File: config.mk
export PLATFORM = sky130hd
export DESIGN_NAME = led_scan_ctrl
export DESIGN_NICKNAME = d
export VERILOG_FILES = /design/src/rtl/led_scan_ctrl.sv
export SDC_FILE = /design/constraint.sdc
export NUM_CORES = 1
export LEC_CHECK = 0
export ABC_AREA = 1
export CAP_MARGIN = 20
export CORE_MARGIN = 2
export CORE_UTILIZATION = 50
export DETAILED_ROUTE_END_ITERATION = 12
export PLACE_DENSITY = 0.76
export SKIP_LAST_GASP = 1
export SYNTH_ARGS = -nofsm -noshare
export SYNTH_HDL_FRONTEND = slang
export SYNTH_SLANG_ARGS = --single-unit
File: constraint.sdc
create_clock -name CLK -period 2.65 [get_ports CLK]
set_input_delay 0.53 -clock CLK [delete_from_list [all_inputs] [get_ports CLK]]
set_output_delay 0.53 -clock CLK [all_outputs]
set_load 0.1 [all_outputs]
File: src/rtl/led_scan_ctrl.sv
// Multiplexed LED scan controller: per group, BLANK dead cycles then DWELL lit cycles, snapshot taken once per frame.
// Latency: all outputs registered, one cycle after the deciding edge; nRST blanks the outputs asynchronously.
// Backpressure: none; EN low forces IDLE at the next edge. LED_SCAN_DIM_EN adds the DUTY dimming input.
module led_scan_ctrl #(
    parameter int GROUPS = 4,
    parameter int WIDTH  = 8,
    parameter int DWELL  = 256,
    parameter int BLANK  = 4
) (
    input  logic                        CLK,
    input  logic                        nRST,
    input  logic                        EN,
`ifdef LED_SCAN_DIM_EN
    input  logic [3:0]                  DUTY,
`endif
    input  logic [GROUPS*WIDTH-1:0]     DATA,
    output logic [WIDTH-1:0]            LED_A,
    output logic [GROUPS-1:0]           LED_GND,
    output logic [$clog2(GROUPS)-1:0]   GROUP_IDX,
    output logic                        FRAME_DONE
);

    localparam int IW   = $clog2(GROUPS);
    localparam int CMAX = (DWELL > BLANK) ? DWELL : BLANK;
    localparam int CW   = $clog2(CMAX + 1);

    localparam logic [CW-1:0] BLANK_END = CW'(BLANK - 1);
    localparam logic [CW-1:0] DWELL_END = CW'(DWELL - 1);
    localparam logic [IW-1:0] LAST_IDX  = IW'(GROUPS - 1);

    typedef enum logic [1:0] {
        ST_IDLE,
        ST_BLANK,
        ST_ON
    } state_t;

    state_t                     state_q, state_d;
    logic [CW-1:0]              cnt_q, cnt_d;
    logic [IW-1:0]              idx_q, idx_d;
    logic [GROUPS*WIDTH-1:0]    snap_q, snap_d;
    logic [WIDTH-1:0]           led_a_q, led_a_d;
    logic [GROUPS-1:0]          led_gnd_q, led_gnd_d;
    logic                       fd_q, fd_d;
    logic                       lit;
`ifdef LED_SCAN_DIM_EN
    logic [CW+3:0]              cnt_ext;
`endif

    always_ff @(posedge CLK or negedge nRST) begin
        if (!nRST) begin
            state_q   <= ST_IDLE;
            cnt_q     <= '0;
            idx_q     <= '0;
            snap_q    <= '0;
            led_a_q   <= '0;
            led_gnd_q <= '1;
            fd_q      <= 1'b0;
        end else begin
            state_q   <= state_d;
            cnt_q     <= cnt_d;
            idx_q     <= idx_d;
            snap_q    <= snap_d;
            led_a_q   <= led_a_d;
            led_gnd_q <= led_gnd_d;
            fd_q      <= fd_d;
        end
    end

    always_comb begin
        state_d = state_q;
        cnt_d   = cnt_q;
        idx_d   = idx_q;
        snap_d  = snap_q;
        fd_d    = 1'b0;
        case (state_q)
            ST_IDLE: begin
                cnt_d = '0;
                idx_d = '0;
                if (EN) begin
                    state_d = ST_BLANK;
                    snap_d  = DATA;
                end
            end
            ST_BLANK: begin
                if (!EN) begin
                    state_d = ST_IDLE;
                    cnt_d   = '0;
                    idx_d   = '0;
                end else if (cnt_q == BLANK_END) begin
                    state_d = ST_ON;
                    cnt_d   = '0;
                end else begin
                    cnt_d = cnt_q + 1'b1;
                end
            end
            ST_ON: begin
                if (!EN) begin
                    state_d = ST_IDLE;
                    cnt_d   = '0;
                    idx_d   = '0;
                end else if (cnt_q == DWELL_END) begin
                    state_d = ST_BLANK;
                    cnt_d   = '0;
                    // Frame wrap: fresh snapshot so a frame never mixes old and new DATA.
                    if (idx_q == LAST_IDX) begin
                        idx_d  = '0;
                        snap_d = DATA;
                        fd_d   = 1'b1;
                    end else begin
                        idx_d = idx_q + 1'b1;
                    end
                end else begin
                    cnt_d = cnt_q + 1'b1;
                end
            end
            default: begin
                state_d = ST_IDLE;
                cnt_d   = '0;
                idx_d   = '0;
            end
        endcase
    end

    // Outputs are decoded from next state so the registered pins line up with the state.
    always_comb begin
        lit = (state_d == ST_ON);
`ifdef LED_SCAN_DIM_EN
        cnt_ext = {4'b0000, cnt_d};
        lit     = lit && (cnt_ext[3:0] < DUTY);
`endif
        led_a_d   = '0;
        led_gnd_d = '1;
        for (int g = 0; g < GROUPS; g++) begin
            if (lit && (idx_d == IW'(g))) begin
                led_a_d      = snap_q[g*WIDTH +: WIDTH];
                led_gnd_d[g] = 1'b0;
            end
        end
    end

    assign LED_A      = led_a_q;
    assign LED_GND    = led_gnd_q;
    assign GROUP_IDX  = idx_q;
    assign FRAME_DONE = fd_q;

endmodule

==> results of run 1 <==
-- cells by family after synthesis --
family	count (synthesis)	share of synthesized area
AOI/OAI and AO/OA	14	0.0311
xor gates and xnor gates	2	0.00623
adders and majority gates	9	0.0400
buffers and inverters	31	0.0587
DFF	58	0.518
muxes	32	0.168
and+or+nand+nor	99	0.178
-- path summary, 6_finish.rpt --
| kind | cells after the start | end | start | slack, ns |
|---|---|---|---|---|
| worst min-delay path | 1 | state_q[0]$_DFF_PN0_ | nRST | 0.07 |
| worst max-delay path | 17 | LED_A[5]$_DFF_PN0_ | cnt_q[0]$_DFF_PN0_ | 0.17 |
| worst min register to register | 1 | cnt_q[0]$_DFF_PN0_ | cnt_q[0]$_DFF_PN0_ | 0.47 |
| min in group CLK | 1 | cnt_q[0]$_DFF_PN0_ | cnt_q[0]$_DFF_PN0_ | 0.47 |
| worst max register to register | 17 | LED_A[5]$_DFF_PN0_ | cnt_q[0]$_DFF_PN0_ | 0.17 |
| max in group asynchronous | 2 | LED_GND[0]$_DFF_PN1_ | nRST | 1.98 |
-- registers in the layout, summed over array words and instances (netlist names) --
name        cells
FRAME_DONE      1
cnt_q           9
state_q         2
LED_A           8
snap_q         32
LED_GND         4
GROUP_IDX       2
-- per-layer routing --
| layer | GRT usage | up-vias |
|---|---|---|
| li1 | - | 955 |
| met1 | 0.258 | 956 |
| met2 | 0.306 | 64 |
| met3 | 0.0659 | 7 |
| met4 | 0.0690 | 0 |
| met5 | 0 | - |
-- layout make-up --
type | count | area, um2 | share of cell area
sequential | 58 | 1460 | 0.407
multi-input combinational | 157 | 1240 | 0.346
timing repair buffer | 55 | 518 | 0.145
clock buffer | 10 | 128 | 0.0357
inverter | 24 | 90.1 | 0.0252
tap | 72 | 90.1 | 0.0252
clock inverter | 6 | 57.6 | 0.0161
-- metrics by stage --
step | hold slack [ns] | utilization | setup TNS [ns] | worst slack [ns]
finish | 0.0660 | 0.653 | 0 | 0.166
global route | 0.0816 | 0.653 | -0.0363 | -0.00925
CTS | 0.0681 | 0.647 | 0 | 0.0746
detailed placement | 0.435 | 0.613 | 0 | 0.0668
global placement | 0.434 | 0.613 | 0 | 0.233
floorplan | 0.234 | - | 0 | 0.375
-- timing repair --
item | 4_1_cts | 5_1_grt
resized for setup | 0 | 9
buffers inserted | 0 | 0
endpoints found under the setup margin | 0 | 41
-- cell usage after synthesis, drive strengths merged --
cell	n	area, um2
nor2	16	86.3
o21bai	1	7.51
o21ai	4	23.8
xor2	1	8.76
mux2	32	473
xnor2	1	8.76
nand2	29	114
buf	7	75.1
dfrtp	54	1350
nor3b	2	15.0
nor4	1	6.26
nand3b	2	15.0
nor3	2	10.0
a21oi	8	43.8
nand4	8	50.1
nand3	39	205
inv	24	90.1
ha	9	113
o22ai	1	12.5
dfstp	4	105
-- where the power goes --
group          internal, W  total, W  switching [W]  leakage (nW)
Sequential         0.00115   0.00133       0.000171         0.720
Combinational     0.000585  0.000951       0.000366         0.865
Clock             0.000427  0.000773       0.000346        0.0958
Total              0.00217   0.00305       0.000883          1.68
==> out/qor.yml, run 1 <==
status: "completed"
placed_cells: 365
syn_area_um2: 2810
critPathRequiredTime_ns: 2.92
synth.distinct_cells: 30
final_cell_count_no_fill: 382
post-route-period-util: 0.937
hp-class: "in -> async"
grt_use_total: 0.197
die-area_um2: 6240
grt_max_degree: 48
relSlewSlack: 0.735
max_cap_violations: 0
synthesis.nets: 289
fp.dieW_um: 79.0
dr_wl_met3_um: 334
path_common_cell: "nand2_1"
grt_pass1_wl_mm: 9.32
initial_utilization: 0.514
place_hpwl_mm: 3.89
crit_family: "simple AND/OR/NAND/NOR gates"
port-buffer-count: 49
power_w: 0.00305
final_cell_mix: "dfrtp_1 (54), nand3_1 (36), clkdlybuf4s50_1 (33)"
max_freq_mhz: 403
root_buffer: "clkbuf_8"
setup_viol: 0
num_antenna_cells: 0
crit_slowest_cell: "dfrtp_1"
hold_viol: 0
globalRouteOverflowTotal: 0
ir_drop_uv: 572
syn_avg_cell_area_um2: 11.5
drt-initial-drc-count: 112
drive_gt1_frac: 0.323
slowest_delay_ns: 0.40
core_area_um2: 5470
clkSlewWorstSetupHoldPaths_ns: 0.07
synth_seq_area_share: 0.518
wl_met1_mm: 2.51
routed_wl_mm: 5.69
arrival_ns: 2.75
cts_tree: "yes"
insertion_delay_ns: 0.34
final_common_cell: "dfrtp_1"
path_cells: "ha_2 -> nand3_1 -> nor2_2 -> nand2_1 -> nor2_2 -> inv_1 -> nor2_4 -> ha_1 -> inv_1 -> nand2_1 -> nand2_1 -> nand2_1 -> a21oi_2 -> nand2_2 -> nor2_4 -> nand3_1 -> nand4_1"
drtAntennaViolNets: 0
cts_buffers: 9
syn_inst: 245
cts.sinks: 58
critPathLaunchType: "flip-flop"
drt_drc_violations_left: 0
grt_pass1_vias: 1917
path_class: "reg -> reg"
ys_warn_count: 0
finClkSkew_ns: 0.00753
die_h_um: 79.0
nFillCells: 457
post_dp_cell_area_um2: 3350
power_leakage_nw: 1.68
met2_wirelength_mm: 2.75
clock_path_buffers: 2
end_kind: "flip-flop"
area_growth_syn_to_layout_pct: 27.1
worstPathMaxFanout: 18
worst_slew_pin_slew_ns: 0.396
io_pins: 50
period_needed_ns: 2.48
antenna_found_initial: 0
vias: 1982
cts_hold_buf: 0
vias_per_cell: 5.19
drtPass1Iterations: 4
final_max_slew_viol_count: 0
synth_seq_cells: 58
globalplace.congestion: 0.794
rows: 27
power_density_nw_per_um2: 853
final_area_um2: 3580
worst-path-buf-inv: 2
highest_layer: "met4"
layout.nets: 349
htreeDepth: 3
wl_per_cell_um: 14.9
Power figures use the tool's default switching activity.
==> inputs of run 2 (changes only) <==
--- a/config.mk
+++ b/config.mk
@@ -6,6 +6,7 @@
 export NUM_CORES = 1
 export LEC_CHECK = 0
 export ABC_AREA = 1
+export ABC_CLOCK_PERIOD_IN_PS = 2650
 export CAP_MARGIN = 20
 export CORE_MARGIN = 2
 export CORE_UTILIZATION = 50
==> results of run 2 <==
The final DEF is identical to that of run 1; final timing and power are the same.
==> inputs of run 3 (changes only) <==
--- a/config.mk
+++ b/config.mk
@@ -9,9 +9,9 @@
 export ABC_CLOCK_PERIOD_IN_PS = 2650
 export CAP_MARGIN = 20
 export CORE_MARGIN = 2
-export CORE_UTILIZATION = 50
+export CORE_UTILIZATION = 52
 export DETAILED_ROUTE_END_ITERATION = 12
-export PLACE_DENSITY = 0.76
+export PLACE_DENSITY = 0.79
 export SKIP_LAST_GASP = 1
 export SYNTH_ARGS = -nofsm -noshare
 export SYNTH_HDL_FRONTEND = slang
==> run 3 against run 2 <==
  * Final cell count shrank 0.26%
  * Final area grew 0.98%
  * Register-to-register slack lost 0.04 ns
  * Via count shrank 0.86%
  * Flip-flop and latch count is the same
  * Non-clock buffer count is the same
  * Maximum frequency shrank 1.5%
  * Global-route usage grew 1.1 points
  * Combinational power grew 1%
  * First-iteration DRC count grew 79%
  * Clock-buffer cell count grew 2
  * Die area shrank 3.7%
  * Critical path type unchanged
==> out/qor.yml, run 3 (synthesized netlist as in run 1, its figures left out) <==
rows: 26
final_area_um2: 3610
htreeDepth: 3
cts_buffers: 9
seqCellArea_um2: 1460
die-area_um2: 6020
routed_wl_mm: 5.91
die_h_um: 77.6
post-route-period-util: 0.952
placed_cells: 361
root_buffer: "clkbuf_8"
largest_register_ffs: 32
drive_gt1_frac: 0.315
power_density_nw_per_um2: 884
finClkSkew_ns: 0.00771
hp-class: "in -> async"
critPathLaunchType: "flip-flop"
drt_drc_violations_left: 0
worst_slew_pin_slew_ns: 0.459
fp.dieW_um: 77.6
globalplace.congestion: 0.815
end_kind: "flip-flop"
final_common_cell: "dfrtp_1"
io_pins: 50
antenna_found_initial: 0
max_cap_violations: 0
globalRouteOverflowTotal: 0
regMostFlops: "snap_q"
period_needed_ns: 2.52
drtAntennaViolNets: 0
rrSetupSlack_ns: 0.13
hold_viol: 0
area_growth_syn_to_layout_pct: 28.3
cts.sinks: 58
ir_drop_uv: 488
wl_per_cell_um: 15.5
r2r-end: "LED_A[4]$_DFF_PN0_"
nFillCells: 370
vias: 1965
grt_use_total: 0.207
grt_pass1_vias: 1913
path_cells: "ha_2 -> nand3_1 -> nor2_2 -> nand2_1 -> nor2_2 -> inv_1 -> nor2_4 -> ha_1 -> inv_1 -> nand2_1 -> nand2_1 -> nand2_1 -> a21oi_2 -> nand2_2 -> nor2_4 -> nand3_1 -> nand4_1"
max_freq_mhz: 397
clock_path_buffers: 2
power_leakage_nw: 1.69
post_dp_cell_area_um2: 3320
layout.nets: 350
path_common_cell: "nand2_1"
place_hpwl_mm: 3.98
slowest_delay_ns: 0.40
grt_pass1_wl_mm: 9.42
status: "completed"
initial_utilization: 0.544
port-buffer-count: 49
drt-initial-drc-count: 200
vias_per_cell: 5.16
crit_start: "cnt_q[0]$_DFF_PN0_"
drtPass1Iterations: 4
grt_max_degree: 37
worst_slack_ns: 0.128
final_cell_count_no_fill: 381
num_antenna_cells: 0
place_ws_ns: 0.0339
arrival_ns: 2.78
utilization: 0.698
path_class: "reg -> reg"
core_area_um2: 5170
holdWs_ns: 0.143
reg2reg_from: "cnt_q[0]$_DFF_PN0_"
crit_slowest_cell: "nor2_4"
insertion_delay_ns: 0.33
final_max_slew_viol_count: 0
worstSetupEndpoint: "LED_A[4]$_DFF_PN0_"
relSlewSlack: 0.694
rr_worst_depth: 17
multi_input_area_um2: 1250
cts_tree: "yes"
final_cell_mix: "dfrtp_1 (54), nand3_1 (37), clkdlybuf4s50_1 (33)"
setup_viol: 0
worstPathMaxFanout: 18
clkSlewWorstSetupHoldPaths_ns: 0.07
critPathRequiredTime_ns: 2.91
[run 3: critical path, delay by kind of cell, from the launching register on]
kind                     cells  cell delay, ns
AND/OR/NAND/NOR             12            1.35
flip-flops                   1            0.39
adder cells (fa/ha/maj)      2            0.37
buffers and inverters        2            0.19
AO/OA/AOI/OAI                1            0.15
[run 3: area by class of cell]
class / instances / share of cell area
Inverter: 24 / 0.0249
Sequential cell: 58 / 0.403
Multi-Input combinational cell: 158 / 0.345
Timing Repair Buffer: 55 / 0.141
Tap cell: 70 / 0.0243
Clock buffer: 12 / 0.0402
Clock inverter: 4 / 0.0208
[run 3: through the flow]
stage	TNS [ns]	total power, W
after floorplan	0	0.00206
after global placement	0	0.00224
after detailed placement	0	0.00228
after CTS	0	0.00319
after global routing	-0.600	0.00336
final	0	0.00319
[run 3: how the worst min path moves through the flow]
stage	from	end	slack (ns)	cells past startpoint
after floorplan	nRST	FRAME_DONE$_DFF_PN0_	0.23	0
after global placement	cnt_q[0]$_DFF_PN0_	cnt_q[0]$_DFF_PN0_	0.44	1
after detailed placement	cnt_q[0]$_DFF_PN0_	cnt_q[0]$_DFF_PN0_	0.47	1
after CTS	nRST	snap_q[17]$_DFFE_PN0P_	0.15	1
after global routing	nRST	snap_q[17]$_DFFE_PN0P_	0.17	1
final	nRST	snap_q[17]$_DFFE_PN0P_	0.14	1
[run 3: timing repair]
item | 4_1_cts | 5_1_grt
hold buffers | 0 | 0
buffers inserted | 0 | 2
hold endpoints to repair | 0 | 0
gates resized for setup | 0 | 10
setup endpoints to repair | 0 | 43
[run 3: report_power, final]
| group | switching, W | leakage (nW) | internal (W) |
|---|---|---|---|
| Sequential | 0.000182 | 0.720 | 0.00115 |
| Clock | 0.000339 | 0.103 | 0.000556 |
| Combinational | 0.000373 | 0.864 | 0.000588 |
[run 3: per-layer routing]
| layer | track usage | vias to the layer above | routed length (um) |
|---|---|---|---|
| li1 | - | 962 | - |
| met1 | 0.271 | 933 | 2560 |
| met2 | 0.323 | 64 | 2960 |
| met3 | 0.0535 | 6 | 307 |
| met4 | 0.102 | 0 | 81 |
| met5 | 0 | - | 0 |
